--- src/rtl/multu_hilo_unit.sv ---
// multu_hilo_unit: unsigned iterative shift-add multiplier (MULTU) with HI/LO
// result registers, MFHI/MFLO read port and a pipeline stall on HI/LO hazards.
// A multiply takes exactly WIDTH cycles regardless of operand values; HI/LO
// are only written once, on the final iteration, so no partial product leaks.
module multu_hilo_unit #(
  parameter int WIDTH = 32
) (
  input  logic             clk,
  input  logic             rst,
  input  logic             start,
  input  logic [WIDTH-1:0] a,
  input  logic [WIDTH-1:0] b,
  input  logic             hilo_rd,
  input  logic             sel_hi,
  output logic [WIDTH-1:0] rd_data,
  output logic             busy,
  output logic             done,
  output logic             stall
);

  localparam int CW = $clog2(WIDTH) + 1;

  typedef enum logic [0:0] {
    IDLE = 1'b0,
    RUN  = 1'b1
  } state_t;

  state_t             state_r;
  state_t             state_next_s;
  logic [2*WIDTH-1:0] p_r;
  logic [2*WIDTH-1:0] p_next_s;
  logic [WIDTH-1:0]   m_r;
  logic [CW-1:0]      count_r;
  logic [WIDTH-1:0]   hi_r;
  logic [WIDTH-1:0]   lo_r;
  logic               done_r;
  logic               last_step_s;

  // One shift-add iteration: add the multiplicand into the upper half when the
  // current multiplier bit is set, keeping the carry as the new top bit, then
  // shift the whole product right by one.
  function automatic logic [2*WIDTH-1:0] mult_step(
    input logic [2*WIDTH-1:0] p,
    input logic [WIDTH-1:0]   m
  );
    logic [WIDTH:0] sum;
    sum = {1'b0, p[2*WIDTH-1:WIDTH]} + {1'b0, m};
    if (p[0]) begin
      mult_step = {sum, p[WIDTH-1:1]};
    end else begin
      mult_step = {1'b0, p[2*WIDTH-1:1]};
    end
  endfunction

  assign p_next_s    = mult_step(p_r, m_r);
  assign last_step_s = (state_r == RUN) && (count_r == CW'(WIDTH - 1));

  // State register; reset aborts any multiply in flight.
  always_ff @(posedge clk) begin
    if (rst) begin
      state_r <= IDLE;
    end else begin
      state_r <= state_next_s;
    end
  end

  // Next-state logic: a start is only accepted while idle, so a start held
  // during a stall is picked up at the first edge after busy drops.
  always_comb begin
    state_next_s = state_r;
    case (state_r)
      IDLE: begin
        if (start) begin
          state_next_s = RUN;
        end else begin
          state_next_s = IDLE;
        end
      end
      RUN: begin
        if (last_step_s) begin
          state_next_s = IDLE;
        end else begin
          state_next_s = RUN;
        end
      end
      default: state_next_s = IDLE;
    endcase
  end

  // Outputs: busy follows the state, stall holds any HI/LO user while busy,
  // and reads always see the committed registers only.
  always_comb begin
    busy  = (state_r == RUN);
    stall = busy & (start | hilo_rd);
    done  = done_r;
    if (sel_hi) begin
      rd_data = hi_r;
    end else begin
      rd_data = lo_r;
    end
  end

  // Datapath: operand latch, iteration, iteration count, HI/LO commit, done pulse.
  always_ff @(posedge clk) begin
    if (rst) begin
      p_r     <= {(2*WIDTH){1'b0}};
      m_r     <= {WIDTH{1'b0}};
      count_r <= {CW{1'b0}};
      hi_r    <= {WIDTH{1'b0}};
      lo_r    <= {WIDTH{1'b0}};
      done_r  <= 1'b0;
    end else begin
      done_r <= last_step_s;
      case (state_r)
        IDLE: begin
          if (start) begin
            m_r     <= a;
            p_r     <= {{WIDTH{1'b0}}, b};
            count_r <= {CW{1'b0}};
          end else begin
            m_r     <= m_r;
          end
        end
        RUN: begin
          p_r     <= p_next_s;
          count_r <= count_r + CW'(1);
          if (last_step_s) begin
            hi_r <= p_next_s[2*WIDTH-1:WIDTH];
            lo_r <= p_next_s[WIDTH-1:0];
          end else begin
            hi_r <= hi_r;
          end
        end
        default: begin
          p_r <= p_r;
        end
      endcase
    end
  end

endmodule
--- config.mk ---
export PLATFORM = sky130hd
export DESIGN_NAME = multu_hilo_unit
export DESIGN_NICKNAME = d
export VERILOG_FILES = /design/src/rtl/multu_hilo_unit.sv
export SDC_FILE = /design/constraint.sdc
export NUM_CORES = 1
export LEC_CHECK = 0
export CAP_MARGIN = 20
export CORE_MARGIN = 5
export CORE_UTILIZATION = 55
export CTS_CLUSTER_DIAMETER = 60
export DETAILED_ROUTE_END_ITERATION = 8
export PLACE_DENSITY_LB_ADDON = 0.25
export SLEW_MARGIN = 25
export SYNTH_ARGS = -nofsm -noshare
export SYNTH_HDL_FRONTEND = slang
export SYNTH_SLANG_ARGS = --single-unit
--- constraint.sdc ---
create_clock -name clk -period 3.15 [get_ports clk]
set_clock_uncertainty 0.1 [all_clocks]
set_input_delay 0.4725 -clock clk [delete_from_list [all_inputs] [get_ports clk]]
set_output_delay 0.4725 -clock clk [all_outputs]
set_load 0.02 [all_outputs]
After elaboration in Yosys (flattened, before gate mapping)

Cells that the tools add are included.
W data, S select, Z words.

Add/subtract/negate cells: 2
Equality and inequality tests: 2
Mux-type cells: 9
Bitwise operators: 3
Reductions and logical operators: 3

Operator list:

| cell                  | number |
|---|---|
| $mux W64              | 2 |
| $pmux W64 S2          | 1 |
| $add A32 B32 Y33      | 1 |
| $mux W32              | 1 |
| $pmux W6 S2           | 1 |
| $add A6 B1 Y6 const B | 1 |
| $eq A6 B5 Y1 const B  | 1 |
| $mux W6               | 1 |
| $reduce_and A2 Y1     | 2 |
| $mux W1               | 2 |
| $ne A2 B2 Y1 const B  | 1 |
| $pmux W1 S2           | 1 |
| $and A1 B1 Y1         | 1 |
| $logic_and A1 B1 Y1   | 1 |
| $not A1 Y1            | 1 |
| $or A1 B1 Y1          | 1 |

Register bits after elaboration: 168
Bits of input ports: 69
Output and inout bits: 35
Word-level logic and storage cells: 26

Depth between registers and ports, before layout

Gate-level depths: netlist of run 1.

Depth after elaboration: 4
Mapped depth: 10

Worst setup path after synthesis of run 1

Ideal clock, no wire load.

Path kind: reg-to-reg
Start: reg p_r[32]
End: reg hi_r[25]
Setup time: 132 ps
Data arrival time: 2655 ps
Slack: 263 ps
Stages on the path, launching flop included: 11
Path buffers: 0
Period minus slack after synthesis: 2887 ps
Path through: dfxtp_1 ha_1 fa_1 a211oi_2 o211ai_2 a41oi_2 a22oi_2 a221oi_4 mux2_1 a211oi_2 a21oi_1

Cells in the longest elaborated chain, start to end: 2

RTL lines:

| item                   | line | text |
|---|---|---|
| from (decl)            | 30   | `logic [2*WIDTH-1:0] p_r;` |
| from (signal assigned) | 106  | `p_r <= {(2*WIDTH){1'b0}};` |
| from (signal assigned) | 118  | `p_r <= {{WIDTH{1'b0}}, b};` |
| from (signal assigned) | 125  | `p_r <= p_next_s;` |
| $add A32 B32 Y33       | 47   | `sum = {1'b0, p[2*WIDTH-1:WIDTH]} + {1'b0, m};` |
| $mux W64               | 48   | `if (p[0]) begin` |
| to (signal assigned)   | 109  | `hi_r <= {WIDTH{1'b0}};` |
| to (signal assigned)   | 128  | `hi_r <= p_next_s[2*WIDTH-1:WIDTH];` |
| to (signal assigned)   | 131  | `hi_r <= hi_r;` |
| to (decl)              | 34   | `logic [WIDTH-1:0] hi_r;` |

Every way passes these cells.
A chain may end at the register's enable or synchronous reset.

Worst setup path in the final report of run 1

Start: reg p_r[32]
End: reg p_r[59]

Cells in the longest elaborated chain, start to end: 3

RTL lines:

| item             | line | text |
|---|---|---|
| $add A32 B32 Y33 | 47   |  |
| $mux W64         | 48   |  |
| $pmux W64 S2     | 114  | `case (state_r)` |

Every way passes these cells.

==> flow_metrics.env, run 1 <==
export IMPL_status="finished clean"
export IMPL_stdcell_area_um2=10500
export IMPL_viasPerCell=5.81
export IMPL_cts_root_buf="clkbuf_16"
export IMPL_syn_inst=1085
export IMPL_end_kind="flop"
export IMPL_max_cap_violations=0
export IMPL_cp_required_ns=3.33
export IMPL_num_vias=8006
export IMPL_final_common_cell="nand2_1"
export IMPL_port_buffers=103
export IMPL_final_instance_count_excl_fill=1378
export IMPL_grt_max_degree=89
export IMPL_route_detailed_drc=0
export IMPL_synth_seq_cells=168
export IMPL_synth_seq_area_share_pct=38.6
export IMPL_synth_area_um2=8700
export IMPL_layout_min_cycle_time_ns=3.05
export IMPL_path_cells="ha_4 -> fa_2 -> a211oi_2 -> o211ai_2 -> a41oi_4 -> o21ai_2 -> a221o_1 -> nor3b_1 -> o31ai_2 -> a311oi_1"
export IMPL_gr_total_overflow=0
export IMPL_grt_pass1_wl_um=37700
export IMPL_nFillCells=1349
export IMPL_final_cell_mix="179 x nand2_1, 164 x dfxtp_1, 162 x a21oi_1"
export IMPL_antenna_left=0
export IMPL_std_cell_rows=46
export IMPL_die_area_um2=18400
export IMPL_setup_violations=0
export IMPL_gp_congestion=0.896
export IMPL_area_growth_pct=20.4
export IMPL_hp_class="primary input to flop"
export IMPL_clk_insertion_delay_late_ns=0.43
export IMPL_initial_utilization_pct=55.4
export IMPL_dp_slack_ns=-0.0274
export IMPL_drive_gt1_share_pct=9.47
export IMPL_worst_slack_ns=0.100
export IMPL_synth_edf_count=0
export IMPL_avgSynthCellArea_um2=8.02
export IMPL_finalHoldViolCount=0
export IMPL_relSlewSlack_pct=39.4
export IMPL_synth_area_leaders="dfxtp_1 39%, a21oi_1 9.3%, nand2_1 7.7%"
export IMPL_hold_ws_ns=0.316
export IMPL_finalCritPeriodShare_pct=96.8
export IMPL_crit_type="flop to flop"
export IMPL_max_freq_mhz=328
export IMPL_clock_sinks=168
export IMPL_boundaryPins=104
export IMPL_dp_hpwl_um=16800
export IMPL_critPathMaxStageDelay_ns=0.41
export IMPL_clk_pin_slew_worst_paths_ns=0.07
export IMPL_wirelength_um=23700
export IMPL_startpoint_type="flop"
export IMPL_dp_cells=1341
export IMPL_drv_slew=0
export IMPL_critPathArrivalTime_ns=3.23
export IMPL_grt_pass1_vias=7469
export IMPL_core_area_um2=15700
export IMPL_post_dp_cell_area_um2=9860
export IMPL_multi_input_area_um2=5040
export IMPL_ctsLongestPathBuffers=2
export IMPL_peakVddDrop_mv=0.406
export IMPL_drt_iter0_markers=701
export IMPL_die_w_um=136
export IMPL_numCtsBuffers=17
export IMPL_drt_wirelength_per_cell_um=17.2
export IMPL_crit_path_max_fanout=4
export IMPL_yosysTopAreaCellShare_pct=38.6
export IMPL_yosysUniqueCellTypes=64
export IMPL_antenna_found_initial=0
export IMPL_cp_top_family="compound AO/OA/AOI/OAI gates"
export IMPL_die_h_um=136
export IMPL_worst_pin_slew_ns=0.908
export IMPL_num_antenna_cells=0
export IMPL_p_per_area_nw_per_um2=451
export IMPL_path_buf_inv=0
export IMPL_synthArstFlopShare_pct=0
export IMPL_grt_total_usage_pct=25.8
export IMPL_dr_pass1_iters=5
export IMPL_h_tree_depth=4
export IMPL_p_leak_nw=4.11
export IMPL_synth_flop_cell="dfxtp_1"
export IMPL_synth_area_leader_cell="dfxtp_1"
export IMPL_area_sequential_um2=3370
export IMPL_layout_nets=1252
export IMPL_ys_warn_count=0
export IMPL_tritoncts="done"
export IMPL_syn_num_nets=1188
export IMPL_critical_path_slowest_cell="a221o_1"
[synth_stat cells (all sizes together), types with 4 or more instances]
| master | n |
|---|---|
| a21o | 8 |
| nor2 | 121 |
| inv | 7 |
| nor2b | 7 |
| nand4 | 6 |
| o21a | 13 |
| o21ai | 43 |
| mux2i | 45 |
| a211oi | 19 |
| dfxtp | 168 |
| o2111ai | 4 |
| buf | 20 |
| a21oi | 162 |
| o211ai | 6 |
| clkbuf | 59 |
| nand2b | 5 |
| ha | 33 |
| nand3 | 19 |
| a31oi | 11 |
| xnor2 | 14 |
| mux2 | 36 |
| and3 | 28 |
| nor3 | 8 |
| xor2 | 9 |
| nand2 | 179 |
| a311oi | 8 |
[path summary, 6_finish.rpt]
| kind | startpoint | end | slack, ns | depth (start not counted) |
|---|---|---|---|---|
| min reg2reg | lo_r[5] | lo_r[5] | 0.35 | 2 |
| min | rst | p_r[38] | 0.32 | 2 |
| max reg2reg | p_r[32] | p_r[59] | 0.10 | 10 |
| max | p_r[32] | p_r[59] | 0.10 | 10 |
[cells by family after synthesis]
kind of cell	count (synthesis)	synth area share [%]
DFF	168	38.6
xor gates and xnor gates	23	2.31
AOI/OAI and AO/OA	303	21.4
adders and majority gates	34	4.97
buffers and inverters	88	3.82
and+or+nand+nor	388	19.0
muxes	81	9.83
[layer usage]
layer  GRT usage [%]  part of all wire, %  up-vias
li1                -                    -     3961
met5               0                    0        -
met3            5.16                  6.1       56
met2            42.6                   48      245
met1            33.0                   43     3744
met4            10.4                  3.2        0
[through the flow]
step                      TNS [ns]  utilization, %  power (mW)
after floorplan                  0               -        2.62
after global placement           0            62.8        2.81
after detailed placement   -0.0274            62.8        2.81
after CTS                        0            66.2        4.74
after global routing      -0.00200            66.7        4.91
final                            0            66.7        4.73
[power by group]
| part | leakage (nW) | switching (mW) | internal, mW |
|---|---|---|---|
| clock network | 0.269 | 0.891 | 1.06 |
| registers | 1.37 | 0.0544 | 2.19 |
| logic | 2.48 | 0.300 | 0.233 |
| total | 4.11 | 1.25 | 3.48 |
[flip-flops by register name, indices dropped and copies added (netlist names)]
register	flops
p_r	64
lo_r	32
busy	1
done	1
count_r	6
m_r	32
hi_r	32
[what timing repair did]
item                       CTS  global route
setup endpoints to repair    2             7
setup buffers                0             5
hold buffers                 0             0
pin swaps                    1            12
gates resized for setup      0             8
gates cloned                 0             0
[final cells by class]
type,instances,share of cell area [%]
multi-input combinational,829,48.1
sequential,168,32.1
timing repair buffer,124,11.6
clock buffer,20,4.36
tap,216,2.58
clock inverter,12,0.860
inverter,9,0.322
[worst register-to-register path: stages (launching register included)]
cell      delay [ns]
dfxtp_2         0.34
ha_4            0.17
fa_2            0.39
a211oi_2        0.29
o211ai_2        0.17
a41oi_4         0.31
o21ai_2         0.11
a221o_1         0.42
nor3b_1         0.17
o31ai_2         0.31
a311oi_1        0.13
No activity file was read; power rests on OpenSTA's default activity.
==> inputs of run 2 (changes only) <==
- clock period: 3.15 -> 3.7 ns (I/O delays scaled with it)
==> flow_metrics.env, run 2 (synthesized netlist as in run 1, its figures left out) <==
export IMPL_setup_violations=0
export IMPL_tns_ns=0
export IMPL_final_cell_mix="178 x nand2_1, 166 x dfxtp_1, 162 x a21oi_1"
export IMPL_hp_class="flop to flop"
export IMPL_drt_wirelength_per_cell_um=16.9
export IMPL_antenna_left=0
export IMPL_finalCritPeriodShare_pct=86.8
export IMPL_die_area_um2=18400
export IMPL_drv_slew=0
export IMPL_crit_path_max_fanout=4
export IMPL_ctsLongestPathBuffers=2
export IMPL_worst_pin_slew_ns=0.864
export IMPL_dp_slack_ns=0.502
export IMPL_rsz0062_at_grt="no"
export IMPL_drt_iter0_markers=725
export IMPL_cts_root_buf="clkbuf_16"
export IMPL_p_clk_share_pct=42.0
export IMPL_peakVddDrop_mv=0.317
export IMPL_h_tree_depth=4
export IMPL_layout_nets=1245
export IMPL_max_cap_violations=0
export IMPL_grt_pass1_vias=7288
export IMPL_end_kind="flop"
export IMPL_critPathArrivalTime_ns=3.39
export IMPL_crit_type="flop to flop"
export IMPL_layout_min_cycle_time_ns=3.21
export IMPL_viasPerCell=5.75
export IMPL_num_vias=7886
export IMPL_largest_reg_flops=64
export IMPL_grt_max_degree=141
export IMPL_finalHoldViolCount=0
export IMPL_startpoint_type="flop"
export IMPL_boundaryPins=104
export IMPL_path_cells="ha_1 -> fa_1 -> a211oi_2 -> o211ai_2 -> a41oi_2 -> a22oi_2 -> a221oi_4 -> mux2_1 -> a211oi_2 -> a21oi_1"
export IMPL_seqPwrFrac_pct=46.9
export IMPL_gp_congestion=0.917
export IMPL_p_comb_share_pct=11.1
export IMPL_post_cts_setup_buffers=0
export IMPL_max_freq_mhz=312
export IMPL_p_sw_share_pct=26.8
export IMPL_route_detailed_drc=0
export IMPL_grt_total_usage_pct=25.5
export IMPL_die_w_um=136
export IMPL_critPathMaxStageDelay_ns=0.44
export IMPL_core_area_um2=15700
export IMPL_dp_hpwl_um=16500
export IMPL_clk_pin_slew_worst_paths_ns=0.07
export IMPL_cts_repair_resize_count=0
export IMPL_num_antenna_cells=0
export IMPL_gr_total_overflow=0
export IMPL_area_growth_pct=19.4
export IMPL_clock_sinks=168
export IMPL_p_int_mw=2.97
export IMPL_tritoncts="done"
export IMPL_cp_required_ns=3.88
export IMPL_clk_insertion_delay_late_ns=0.43
export IMPL_wirelength_um=23100
export IMPL_relSlewSlack_pct=42.3
export IMPL_dp_cells=1339
export IMPL_antenna_found_initial=1
export IMPL_numCtsBuffers=17
export IMPL_std_cell_rows=46
export IMPL_initial_utilization_pct=55.4
export IMPL_nFillCells=1392
export IMPL_top_register="p_r"
export IMPL_port_buffers=103
export IMPL_p_per_area_nw_per_um2=391
export IMPL_critical_path_slowest_cell="fa_1"
export IMPL_fin_util_pct=66.1
export IMPL_status="finished clean"
export IMPL_final_instance_count_excl_fill=1371
export IMPL_grt_pass1_wl_um=37300
export IMPL_dr_pass1_iters=5
export IMPL_worst_slack_ns=0.490
export IMPL_hold_buffers=0
export IMPL_p_leak_nw=4.08
export IMPL_die_h_um=136
export IMPL_p_switching_mw=1.09
export IMPL_worst_path_most_repeated_cell="a211oi_2"
export IMPL_drive_gt1_share_pct=8.57
export IMPL_final_common_cell="nand2_1"
[run 2: cell types whose count changed in the layout (fill, tap and decap cells not counted), moves of 2 or more]
| cell | delta |
|---|---|
| dfxtp_1 | +2 |
| clkinv_4 | +3 |
| buf_4 | -5 |
| buf_12 | -2 |
| dfxtp_2 | -2 |
| inv_8 | +2 |
| clkinv_2 | -3 |
[run 2: final cells by class]
cell class              count  area, um2  area share [%]
well taps                 216        270            2.60
inverters                   9       33.8           0.325
clock inverters            12        108            1.04
flip-flops and latches    168       3370            32.4
repair buffers            117       1140            11.0
multi-input cells         829       5010            48.3
clock buffers              20        457            4.40
[run 2: path summary, 6_finish.rpt]
check,start,endpoint,slack [ns],cells past startpoint
worst max-delay path,p_r[32],hi_r[25],0.49,10
worst min-delay path,lo_r[15],lo_r[15],0.36,2
worst max register to register,p_r[32],hi_r[25],0.49,10
worst min register to register,lo_r[15],lo_r[15],0.36,2
[run 2: power groups by stage]
stage / clock network, mW / logic, mW / registers (mW)
final: 1.70 / 0.452 / 1.90
after global routing: 1.79 / 0.500 / 1.91
after CTS: 1.72 / 0.450 / 1.90
after detailed placement: 0 / 0.447 / 1.94
after global placement: 0 / 0.440 / 1.94
after floorplan: 0 / 0.301 / 1.93
[run 2: per-layer routing]
metal | GRT usage (%) | wire (um)
met1 | 33.8 | 10300
met2 | 41.4 | 10800
met3 | 4.53 | 1220
met4 | 9.91 | 702
met5 | 0 | 13
[run 2: metrics by stage]
stage / hold WS (ns) / cell area [um2] / power (mW)
CTS: 0.358 / 10400 / 4.07
global route: 0.375 / 10400 / 4.20
detailed placement: 0.349 / 9820 / 2.39
floorplan: 0.333 / 8700 / 2.23
global placement: 0.343 / 9820 / 2.38
finish: 0.355 / 10400 / 4.06
[run 2: worst max-delay path, delay by kind of cell, from the launching register on]
| kind | cells | cell delay, ns |
|---|---|---|
| AOI/OAI and AO/OA | 7 | 1.58 |
| adders and majority gates | 2 | 0.67 |
| DFF | 1 | 0.33 |
| muxes | 1 | 0.38 |
==> inputs of run 3 (changes only) <==
- CORE_MARGIN: 5 -> 1
==> flow_metrics.env, run 3 (synthesized netlist as in run 1, its figures left out) <==
export IMPL_setup_violations=0
export IMPL_num_vias=7863
export IMPL_clk_insertion_delay_late_ns=0.43
export IMPL_drive_gt1_share_pct=8.65
export IMPL_numCtsBuffers=17
export IMPL_initial_utilization_pct=56.8
export IMPL_p_leak_nw=4.10
export IMPL_tns_ns=0
export IMPL_route_detailed_drc=0
export IMPL_wirelength_um=21700
export IMPL_crit_path_max_fanout=4
export IMPL_cts_root_buf="clkbuf_16"
export IMPL_status="finished clean"
export IMPL_startpoint="p_r[32]"
export IMPL_finalHoldViolCount=0
export IMPL_top_register="p_r"
export IMPL_h_tree_depth=4
export IMPL_p_per_area_nw_per_um2=399
export IMPL_layout_nets=1246
export IMPL_largest_reg_flops=64
export IMPL_rr_worst_depth=10
export IMPL_critPathMaxStageDelay_ns=0.44
export IMPL_die_h_um=128
export IMPL_gp_congestion=0.951
export IMPL_dp_cells=1335
export IMPL_clk_pin_slew_worst_paths_ns=0.07
export IMPL_antenna_found_initial=0
export IMPL_post_cts_setup_buffers=0
export IMPL_hold_buffers=0
export IMPL_tritoncts="done"
export IMPL_port_buffers=103
export IMPL_path_cells="ha_1 -> fa_1 -> a211oi_2 -> o211ai_2 -> a41oi_2 -> o21ai_2 -> a221o_1 -> nor3b_1 -> o31ai_2 -> a311oi_1"
export IMPL_die_w_um=128
export IMPL_critPathArrivalTime_ns=3.31
export IMPL_ctsLongestPathBuffers=2
export IMPL_rrSetupSlack_ns=0.54
export IMPL_core_area_um2=15300
export IMPL_end_kind="flop"
export IMPL_boundaryPins=104
export IMPL_final_cell_mix="179 x nand2_1, 166 x dfxtp_1, 162 x a21oi_1"
export IMPL_max_cap_violations=0
export IMPL_num_antenna_cells=0
export IMPL_r2r_end="p_r[59]"
export IMPL_viasPerCell=5.75
export IMPL_cp_required_ns=3.85
export IMPL_grt_pass1_vias=7170
export IMPL_clock_sinks=168
export IMPL_gr_total_overflow=0
export IMPL_reg2reg_from="p_r[32]"
export IMPL_worstSetupEndpoint="p_r[59]"
export IMPL_worst_pin_slew_ns=0.948
export IMPL_hp_class="flop to flop"
export IMPL_finalPower_mw=4.15
export IMPL_final_instance_count_excl_fill=1367
export IMPL_max_freq_mhz=317
export IMPL_drv_slew=0
export IMPL_std_cell_rows=45
export IMPL_crit_type="flop to flop"
export IMPL_finalCritPeriodShare_pct=85.3
export IMPL_startpoint_type="flop"
export IMPL_grt_max_degree=101
export IMPL_rsz0062_at_grt="no"
export IMPL_drt_wirelength_per_cell_um=15.9
export IMPL_layout_min_cycle_time_ns=3.16
export IMPL_grt_pass1_wl_um=34700
export IMPL_dp_hpwl_um=15200
export IMPL_critical_path_slowest_cell="fa_1"
export IMPL_final_common_cell="nand2_1"
export IMPL_grt_total_usage_pct=26.8
export IMPL_hold_ws_ns=0.355
export IMPL_drt_iter0_markers=639
export IMPL_nFillCells=1319
export IMPL_area_growth_pct=19.6
export IMPL_relSlewSlack_pct=36.8
export IMPL_die_area_um2=16300
export IMPL_antenna_left=0
export IMPL_peakVddDrop_mv=0.360
export IMPL_dr_pass1_iters=5
export IMPL_cts_repair_resize_count=0
## run 3: cell count changes in the layout (fill, tap and decap cells not counted)
| cell | previous run | this run |
|---|---|---|
| clkbuf_8 | 2 | 0 |
| clkinvlp_4 | 1 | 0 |
| buf_12 | 1 | 0 |
| clkinv_2 | 1 | 0 |
| nand2_1 | 178 | 179 |
| clkinv_8 | 0 | 2 |
| bufinv_16 | 0 | 1 |
| buf_4 | 14 | 16 |
| inv_6 | 3 | 8 |
| nand2_2 | 1 | 0 |
| clkinv_4 | 4 | 1 |
| clkbuf_1 | 1 | 0 |
## run 3: stage by stage
step / utilization, % / cell area, um2 / setup slack, ns
2_1_floorplan: - / 8700 / 0.813
6_report: 68.0 / 10400 / 0.545
4_1_cts: 68.0 / 10400 / 0.570
5_1_grt: 68.0 / 10400 / 0.365
3_3_place_gp: 64.1 / 9810 / 0.647
3_5_place_dp: 64.1 / 9810 / 0.580
## run 3: layout make-up
| class | instances | area (um2) | share of cell area [%] |
|---|---|---|---|
| clock buffer | 17 | 425 | 4.09 |
| clock inverter | 15 | 175 | 1.68 |
| inverter | 9 | 33.8 | 0.325 |
| multi-input combinational | 829 | 5010 | 48.1 |
| sequential | 168 | 3370 | 32.3 |
| tap | 211 | 264 | 2.54 |
| timing repair buffer | 118 | 1140 | 10.9 |
## run 3: metal layers
metal  wire [um]  GRT usage [%]  part of all wire (%)  vias up
met5           0              0                     0        -
met4         615           11.8                   2.8        0
met3         859           4.01                   4.0       48
met2       11000           47.5                    51      191
met1        9210           32.1                    42     3692
li1            -              -                     -     3932
## run 3: worst max-delay path, delay by kind of cell, from the launching register on
| kind | cells | cell delay, ns |
|---|---|---|
| flip-flops | 1 | 0.33 |
| AO/OA/AOI/OAI | 7 | 1.69 |
| AND/OR/NAND/NOR | 1 | 0.19 |
| adder cells (fa/ha/maj) | 2 | 0.68 |
## run 3: worst min-delay path by stage
stage	start	endpoint	slack, ns	depth (start not counted)
floorplan	hi_r[0]	hi_r[0]	0.33	2
global placement	lo_r[1]	lo_r[1]	0.34	2
detailed placement	lo_r[15]	lo_r[15]	0.35	2
CTS	lo_r[15]	lo_r[15]	0.36	2
global route	m_r[17]	m_r[17]	0.38	2
finish	lo_r[15]	lo_r[15]	0.35	2
## run 3: power breakdown
part,total [mW],switching [mW],leakage [nW],internal [mW]
Combinational,0.448,0.255,2.44,0.193
Sequential,1.90,0.0442,1.37,1.86
Clock,1.80,0.832,0.296,0.971
